### src/rtl/run_sequencer_if.sv
// Memory-port and core start/done bundle between run_sequencer (master) and its
// memory/core (slave).
interface run_sequencer_if #(
  parameter int unsigned ADDR_W = 8,
  parameter int unsigned DATA_W = 8
) ();
  logic              mem_we;
  logic [ADDR_W-1:0] mem_addr;
  logic [DATA_W-1:0] mem_wdata;
  logic [DATA_W-1:0] mem_rdata;
  logic              dut_start;
  logic              dut_done;

  modport master (
    output mem_we, mem_addr, mem_wdata, dut_start,
    input  mem_rdata, dut_done
  );

  modport slave (
    input  mem_we, mem_addr, mem_wdata, dut_start,
    output mem_rdata, dut_done
  );
endinterface

### src/rtl/run_sequencer.sv
// Run controller: clears and preloads data memory, launches the core, waits for
// done under a watchdog, then reads back and checks result words.
module run_sequencer #(
  parameter  int unsigned ADDR_W     = 8,
  parameter  int unsigned DATA_W     = 8,
  parameter  int unsigned NUM_LOADS  = 4,
  parameter  int unsigned NUM_CHECKS = 4,
  parameter  int unsigned START_CYC  = 2,
  parameter  int unsigned TIMEOUT    = 4096,
  localparam int unsigned CNT_W      = $clog2(TIMEOUT + 1),
  localparam int unsigned FC_W       = $clog2(NUM_CHECKS + 1),
  localparam int unsigned FF_W       = (NUM_CHECKS > 1) ? $clog2(NUM_CHECKS) : 1
) (
  input  logic                         CLK,
  input  logic                         reset_n,
  input  logic                         go,
  input  logic [NUM_LOADS*ADDR_W-1:0]  load_addr,
  input  logic [NUM_LOADS*DATA_W-1:0]  load_data,
  input  logic [NUM_CHECKS*ADDR_W-1:0] chk_addr,
  input  logic [NUM_CHECKS*DATA_W-1:0] chk_data,
  run_sequencer_if.master              bus,
  output logic                         busy,
  output logic                         finished,
  output logic                         pass,
  output logic                         timed_out,
  output logic [CNT_W-1:0]             cycle_count,
  output logic [FC_W-1:0]              fail_count,
  output logic [FF_W-1:0]              first_fail
);

  localparam int unsigned DEPTH   = 2 ** ADDR_W;
  localparam int unsigned M1      = (DEPTH > NUM_LOADS) ? DEPTH : NUM_LOADS;
  localparam int unsigned M2      = (M1 > START_CYC) ? M1 : START_CYC;
  localparam int unsigned IDX_MAX = (M2 > NUM_CHECKS + 1) ? M2 : NUM_CHECKS + 1;
  localparam int unsigned IDX_W   = $clog2(IDX_MAX + 1);

  typedef enum logic [2:0] {
    S_IDLE, S_CLEAR, S_LOAD, S_LAUNCH, S_RUN, S_CHECK, S_FINISH
  } state_t;

  state_t            state_q, state_d;
  logic [IDX_W-1:0]  idx_q, idx_d;
  logic              we_q, we_d;
  logic [ADDR_W-1:0] addr_q, addr_d;
  logic [DATA_W-1:0] wdata_q, wdata_d;
  logic              start_q, start_d;
  logic              busy_d, finished_d, pass_d, to_d;
  logic [CNT_W-1:0]  cyc_d;
  logic [FC_W-1:0]   fc_d;
  logic [FF_W-1:0]   ff_d;
  int unsigned       nxt, prv;

  assign bus.mem_we    = we_q;
  assign bus.mem_addr  = addr_q;
  assign bus.mem_wdata = wdata_q;
  assign bus.dut_start = start_q;

  // Next state plus next registered outputs; every output is a flop fed from here.
  always_comb begin
    state_d = state_q;
    idx_d   = idx_q;
    we_d    = 1'b0;
    addr_d  = addr_q;
    wdata_d = '0;
    cyc_d   = cycle_count;
    to_d    = timed_out;
    fc_d    = fail_count;
    ff_d    = first_fail;
    pass_d  = pass;
    nxt     = 32'(idx_q) + 32'd1;
    prv     = 32'(idx_q) - 32'd1;

    case (state_q)
      S_IDLE, S_FINISH: begin
        if (go) begin
          state_d = S_CLEAR;
          idx_d   = '0;
          we_d    = 1'b1;
          addr_d  = '0;
          cyc_d   = '0;
          to_d    = 1'b0;
          fc_d    = '0;
          ff_d    = '0;
          pass_d  = 1'b0;
        end
      end
      S_CLEAR: begin
        we_d = 1'b1;
        if (idx_q == IDX_W'(DEPTH - 1)) begin
          state_d = S_LOAD;
          idx_d   = '0;
          addr_d  = load_addr[0 +: ADDR_W];
          wdata_d = load_data[0 +: DATA_W];
        end else begin
          idx_d  = idx_q + IDX_W'(1);
          addr_d = ADDR_W'(nxt);
        end
      end
      // Entries go out in index order, so a later duplicate address overwrites.
      S_LOAD: begin
        if (idx_q == IDX_W'(NUM_LOADS - 1)) begin
          state_d = S_LAUNCH;
          idx_d   = '0;
        end else begin
          we_d    = 1'b1;
          idx_d   = idx_q + IDX_W'(1);
          addr_d  = load_addr[nxt*ADDR_W +: ADDR_W];
          wdata_d = load_data[nxt*DATA_W +: DATA_W];
        end
      end
      S_LAUNCH: begin
        if (idx_q == IDX_W'(START_CYC - 1)) begin
          state_d = S_RUN;
          idx_d   = '0;
        end else begin
          idx_d = idx_q + IDX_W'(1);
        end
      end
      S_RUN: begin
        if (bus.dut_done) begin
          state_d = S_CHECK;
          idx_d   = '0;
          addr_d  = chk_addr[0 +: ADDR_W];
        end else begin
          cyc_d = cycle_count + CNT_W'(1);
          if (cycle_count == CNT_W'(TIMEOUT - 1)) begin
            to_d    = 1'b1;
            state_d = S_CHECK;
            idx_d   = '0;
            addr_d  = chk_addr[0 +: ADDR_W];
          end
        end
      end
      // Address for entry i goes out in cycle i; its read data is compared in cycle i+1.
      S_CHECK: begin
        if (idx_q != '0) begin
          if (bus.mem_rdata != chk_data[prv*DATA_W +: DATA_W]) begin
            if (fail_count == '0) ff_d = FF_W'(prv);
            fc_d = fail_count + FC_W'(1);
          end
        end
        if (idx_q == IDX_W'(NUM_CHECKS)) begin
          state_d = S_FINISH;
          pass_d  = (fc_d == '0) && !timed_out;
        end else begin
          idx_d = idx_q + IDX_W'(1);
          if (nxt < NUM_CHECKS) addr_d = chk_addr[nxt*ADDR_W +: ADDR_W];
        end
      end
      default: state_d = S_IDLE;
    endcase

    start_d    = (state_d != S_RUN);
    busy_d     = (state_d != S_IDLE) && (state_d != S_FINISH);
    finished_d = (state_d == S_FINISH);
  end

  always_ff @(posedge CLK) begin
    if (!reset_n) begin
      state_q     <= S_IDLE;
      idx_q       <= '0;
      we_q        <= 1'b0;
      addr_q      <= '0;
      wdata_q     <= '0;
      start_q     <= 1'b1;
      busy        <= 1'b0;
      finished    <= 1'b0;
      pass        <= 1'b0;
      timed_out   <= 1'b0;
      cycle_count <= '0;
      fail_count  <= '0;
      first_fail  <= '0;
    end else begin
      state_q     <= state_d;
      idx_q       <= idx_d;
      we_q        <= we_d;
      addr_q      <= addr_d;
      wdata_q     <= wdata_d;
      start_q     <= start_d;
      busy        <= busy_d;
      finished    <= finished_d;
      pass        <= pass_d;
      timed_out   <= to_d;
      cycle_count <= cyc_d;
      fail_count  <= fc_d;
      first_fail  <= ff_d;
    end
  end

endmodule

### src/flat_wrapper.sv
// flat-port wrapper written by rule: the top's interface ports become plain ports
module run_sequencer_flat 
#(
  parameter  int unsigned ADDR_W     = 8,
  parameter  int unsigned DATA_W     = 8,
  parameter  int unsigned NUM_LOADS  = 4,
  parameter  int unsigned NUM_CHECKS = 4,
  parameter  int unsigned START_CYC  = 2,
  parameter  int unsigned TIMEOUT    = 4096,
  localparam int unsigned CNT_W      = $clog2(TIMEOUT + 1),
  localparam int unsigned FC_W       = $clog2(NUM_CHECKS + 1),
  localparam int unsigned FF_W       = (NUM_CHECKS > 1) ? $clog2(NUM_CHECKS) : 1
)
  (CLK, reset_n, go, load_addr, load_data, chk_addr, chk_data, busy, finished, pass, timed_out, cycle_count, fail_count, first_fail, bus_mem_we, bus_mem_addr, bus_mem_wdata, bus_dut_start, bus_mem_rdata, bus_dut_done);
  run_sequencer_if #(.ADDR_W(ADDR_W), .DATA_W(DATA_W)) bus_i ();
  input  logic CLK;
  input  logic reset_n;
  input  logic go;
  input  logic [NUM_LOADS*ADDR_W-1:0] load_addr;
  input  logic [NUM_LOADS*DATA_W-1:0] load_data;
  input  logic [NUM_CHECKS*ADDR_W-1:0] chk_addr;
  input  logic [NUM_CHECKS*DATA_W-1:0] chk_data;
  output logic busy;
  output logic finished;
  output logic pass;
  output logic timed_out;
  output logic [CNT_W-1:0] cycle_count;
  output logic [FC_W-1:0] fail_count;
  output logic [FF_W-1:0] first_fail;
  output wire logic [$bits(bus_i.mem_we)-1:0] bus_mem_we;
  output wire logic [$bits(bus_i.mem_addr)-1:0] bus_mem_addr;
  output wire logic [$bits(bus_i.mem_wdata)-1:0] bus_mem_wdata;
  output wire logic [$bits(bus_i.dut_start)-1:0] bus_dut_start;
  input wire logic [$bits(bus_i.mem_rdata)-1:0] bus_mem_rdata;
  input wire logic [$bits(bus_i.dut_done)-1:0] bus_dut_done;
  assign bus_mem_we = bus_i.mem_we;
  assign bus_mem_addr = bus_i.mem_addr;
  assign bus_mem_wdata = bus_i.mem_wdata;
  assign bus_dut_start = bus_i.dut_start;
  assign bus_i.mem_rdata = bus_mem_rdata;
  assign bus_i.dut_done = bus_dut_done;
  run_sequencer #(.ADDR_W(ADDR_W), .DATA_W(DATA_W), .NUM_LOADS(NUM_LOADS), .NUM_CHECKS(NUM_CHECKS), .START_CYC(START_CYC), .TIMEOUT(TIMEOUT)) u_core (.CLK(CLK), .reset_n(reset_n), .go(go), .load_addr(load_addr), .load_data(load_data), .chk_addr(chk_addr), .chk_data(chk_data), .bus(bus_i), .busy(busy), .finished(finished), .pass(pass), .timed_out(timed_out), .cycle_count(cycle_count), .fail_count(fail_count), .first_fail(first_fail));
endmodule
### config.mk
export PLATFORM = sky130hd
export DESIGN_NAME = run_sequencer_flat
export DESIGN_NICKNAME = d
export VERILOG_FILES = /design/src/rtl/run_sequencer_if.sv /design/src/rtl/run_sequencer.sv /design/src/flat_wrapper.sv
export SDC_FILE = /design/constraint.sdc
export NUM_CORES = 1
export LEC_CHECK = 0
export CAP_MARGIN = 20
export CORE_AREA = 5 5 108 110
export DETAILED_ROUTE_END_ITERATION = 16
export DIE_AREA = 0 0 113 115
export PLACE_DENSITY = 0.76
export SETUP_SLACK_MARGIN = 0.02
export SLEW_MARGIN = 10
export SYNTH_ARGS = -nofsm -noshare
export SYNTH_HDL_FRONTEND = slang
export SYNTH_SLANG_ARGS = --single-unit
### constraint.sdc
create_clock -name CLK -period 2.7 [get_ports CLK]
set_input_delay 0.675 -clock CLK [delete_from_list [all_inputs] [get_ports CLK]]
set_output_delay 0.675 -clock CLK [all_outputs]
set_load 0.02 [all_outputs]
==> run_summary.xml <==
<?xml version="1.0" encoding="UTF-8"?>
<metrics>
  <group name="synth">
    <metric name="synth_top_area_cell" unit="">dfxtp_1</metric>
    <metric name="proportion_of_netlist_area_held_by_the_largest_area_contributor" unit="">0.2645</metric>
    <metric name="avgSynthCellArea" unit="um2">7.952</metric>
    <metric name="ys_seq_area_frac" unit="">0.2645</metric>
    <metric name="synth.ff_latch_count" unit="">52</metric>
    <metric name="netlist_instances" unit="">495</metric>
    <metric name="synth-edff-count" unit="">0</metric>
    <metric name="synth.cell_area" unit="mm2">0.003936</metric>
    <metric name="synth_async_sr_flop_share" unit="">0</metric>
    <metric name="synth_area_leaders" unit="">dfxtp_1 26%, nor2_1 6.7%, mux2i_1 5.3%, nand2_1 5.2%, o21ai_0 5.1%</metric>
    <metric name="ys.warnings.count" unit="">0</metric>
    <metric name="post_synth_num_cell_types" unit="">59</metric>
    <metric name="synthFlopType" unit="">dfxtp_1</metric>
    <metric name="postSynthNetCount" unit="">644</metric>
  </group>
  <group name="worst_setup_path">
    <metric name="critical_path.max_fanout" unit="">5</metric>
    <metric name="timing.critical_path.required" unit="ps">2930</metric>
    <metric name="worstSetupPathType" unit="">primary input to flip-flop</metric>
    <metric name="cp-start-kind" unit="">primary input</metric>
    <metric name="setup.worst_path.end_class" unit="">flip-flop</metric>
    <metric name="crit_arrival" unit="ps">2770</metric>
  </group>
  <group name="clocking">
    <metric name="cts_max_level" unit="">2</metric>
    <metric name="numCtsBuffers" unit="">5</metric>
    <metric name="clockBufferDepth" unit="">2</metric>
    <metric name="cts-root-buf" unit="">clkbuf_8</metric>
    <metric name="worstSkewPairLatency" unit="ps">310</metric>
    <metric name="cts_tree" unit="">done</metric>
    <metric name="holdBufCountCts" unit="">0</metric>
    <metric name="cts.sinks" unit="">52</metric>
    <metric name="clk_pin_slew" unit="ps">110</metric>
  </group>
  <group name="global_route">
    <metric name="first_global_vias" unit="">4515</metric>
    <metric name="grt_util_met2" unit="">0.3527</metric>
    <metric name="grt_pass1_wl" unit="um">20840</metric>
    <metric name="global_route.peak_usage_layer" unit="">met2</metric>
    <metric name="grt_util_met1" unit="">0.2329</metric>
    <metric name="grt_util_met3" unit="">0.03737</metric>
    <metric name="grt.overflow.total" unit="">0</metric>
    <metric name="number_of_antenna_violations_at_the_first_check_in_global_routing" unit="">0</metric>
    <metric name="maximum_number_of_pins_on_one_net_before_global_route_repair" unit="">28</metric>
    <metric name="global_route.usage.total" unit="">0.1928</metric>
  </group>
  <group name="floorplanning">
    <metric name="die_height" unit="um">115</metric>
    <metric name="die_footprint" unit="mm2">0.01300</metric>
    <metric name="initial_utilization" unit="">0.3713</metric>
    <metric name="placement_rows" unit="">38</metric>
    <metric name="boundaryPins" unit="">180</metric>
    <metric name="die_x_extent" unit="um">113</metric>
    <metric name="core_area" unit="mm2">0.01060</metric>
  </group>
  <group name="detailed_routing">
    <metric name="firstDrtPassIters" unit="">5</metric>
    <metric name="vias_per_cell" unit="">5.381</metric>
    <metric name="drt.antenna.violating_nets" unit="">0</metric>
    <metric name="drt_wl_total" unit="um">13110</metric>
    <metric name="route.detailed.wl_per_inst" unit="um">16.12</metric>
    <metric name="dr_drc_count" unit="">0</metric>
    <metric name="vias" unit="">4375</metric>
    <metric name="drt_first_iter_violations" unit="">251</metric>
  </group>
  <group name="cells_and_area">
    <metric name="fill_cells" unit="">946</metric>
    <metric name="multiInputGateArea" unit="mm2">0.002768</metric>
    <metric name="layout_common_cells" unit="">163 x clkdlybuf4s50_1, 70 x nor2_1, 54 x nand2_1</metric>
    <metric name="leading_cell_type_in_the_layout_fill_and_taps_excluded" unit="">clkdlybuf4s50_1</metric>
    <metric name="net_total_in_the_final_layout" unit="">821</metric>
    <metric name="drive_gt1_frac" unit="">0.1129</metric>
    <metric name="n_antenna_cell" unit="">0</metric>
    <metric name="post-route-cell-area" unit="mm2">0.006167</metric>
    <metric name="seqCellArea" unit="mm2">0.001045</metric>
    <metric name="synthToLayoutAreaGrowth" unit="%">56.68</metric>
  </group>
  <group name="timing">
    <metric name="max_slew_margin" unit="">0.3136</metric>
    <metric name="post-route-min-period" unit="ps">2543</metric>
    <metric name="finalMaxSlewViolations" unit="">0</metric>
    <metric name="hold_slack" unit="ps">515.1</metric>
    <metric name="clock-skew-final" unit="ps">10.16</metric>
    <metric name="post-route-period-util" unit="">0.9419</metric>
    <metric name="grt_setup_unrepaired" unit="">no</metric>
    <metric name="maxClockFrequency" unit="MHz">393.2</metric>
    <metric name="worst_pin_slew" unit="ps">1026</metric>
    <metric name="setup_violations" unit="">0</metric>
    <metric name="fin_setup_tns" unit="ps">0</metric>
    <metric name="hold_viol" unit="">0</metric>
  </group>
  <group name="placed_design">
    <metric name="detailedPlacementHpwl" unit="um">10440</metric>
    <metric name="dpl-instance-area" unit="mm2">0.005937</metric>
    <metric name="port_buffers" unit="">179</metric>
    <metric name="gpl.final_weighted_congestion" unit="">0.8652</metric>
  </group>
  <group name="power">
    <metric name="power_density" unit="mW/mm2">289.2</metric>
    <metric name="irDropWorstVdd" unit="mV">0.2122</metric>
    <metric name="static-leakage-power" unit="nW">2.299</metric>
  </group>
  <group name="worst_hold_path">
    <metric name="timing.hold.worst.class" unit="">flip-flop to flip-flop</metric>
  </group>
  <group name="outcome">
    <metric name="outcome" unit="">completed</metric>
  </group>
  <group name="flow_run">
    <metric name="cap_violations" unit="">0</metric>
  </group>
</metrics>
==> area by class of cell <==
type,instances,share of cell area
repair buffers,204,0.3311
inverters,11,0.006695
well taps,140,0.02840
multi-input cells,398,0.4488
flip-flops and latches,52,0.1694
clock inverters,3,0.004463
clock buffers,5,0.01116
==> final timing paths <==
kind | startpoint | end | slack (ps) | cells past startpoint
worst max-delay path | chk_data[6] | u_core.fail_count[0] | 160 | 9
worst min-delay path | u_core.idx_q[8] | u_core.idx_q[8] | 520 | 2
worst max register to register | u_core.idx_q[0] | u_core.fail_count[0] | 160 | 10
worst min register to register | u_core.idx_q[8] | u_core.idx_q[8] | 520 | 2
==> flip-flops by register name (all words and copies together), names as in the netlist <==
register,cells
u_core.bus.dut_start,1
u_core.bus.mem_addr,8
u_core.bus.mem_wdata,8
u_core.bus.mem_we,1
u_core.busy,1
u_core.cycle_count,13
u_core.fail_count,3
u_core.finished,1
u_core.first_fail,2
u_core.idx_q,9
u_core.pass,1
u_core.state_q,3
u_core.timed_out,1
==> metrics by stage <==
stage	worst slack [ps]	std cells	power, mW	utilization
global placement	-124.1	803	1.292	0.5590
detailed placement	-231.6	804	1.303	0.5599
floorplan	31.92	495	1.024	-
CTS	44.84	812	1.773	0.5690
global route	3.799	813	1.865	0.5817
finish	156.8	813	1.783	0.5817
==> critical path, cell delays in order <==
cell	delay (ps)
clkdlybuf4s50_1	400
mux4_2	530
nor2_1	110
nor2_1	50
o32ai_1	250
nand4_1	150
and2_4	210
nand2b_4	170
a221oi_2	220
==> cells by family after synthesis <==
group,share of synthesized area
XOR/XNOR,0.05118
multiplexers,0.1411
buffers and inverters,0.04959
AO/OA/AOI/OAI,0.1958
adder cells (fa/ha/maj),0.02861
AND/OR/NAND/NOR,0.2692
flip-flops,0.2645
==> Yosys cell counts, types with 5 or more instances <==
cell type	number
nor2_1	70
nand2_1	55
dfxtp_1	52
o21ai_0	40
a21oi_1	23
clkbuf_1	21
mux2i_1	21
a22oi_1	20
nand3_1	14
nand4_1	12
xor2_1	12
xnor2_1	11
inv_1	10
ha_1	9
or3_1	9
a31oi_1	8
mux4_2	8
nand2b_1	7
nand3b_1	7
nor3_1	7
buf_2	6
mux4_1	5
==> power by group <==
group          internal [mW]  switching, mW  leakage (nW)
logic                  0.322          0.209          1.83
clock network          0.191          0.282        0.0463
registers              0.774        0.00510         0.421
==> timing repair <==
action / CTS / global route
setup buffers: 0 / 1
setup endpoints to repair: 0 / 8
gates resized for setup: 0 / 37
==> layer usage <==
layer / vias to the layer above / part of all wire
li1: 2150 / -
met2: 155 / 0.51
met5: - / 0
met4: 0 / 0.019
met1: 2049 / 0.41
met3: 21 / 0.061
(Power assumes the default switching activity.)
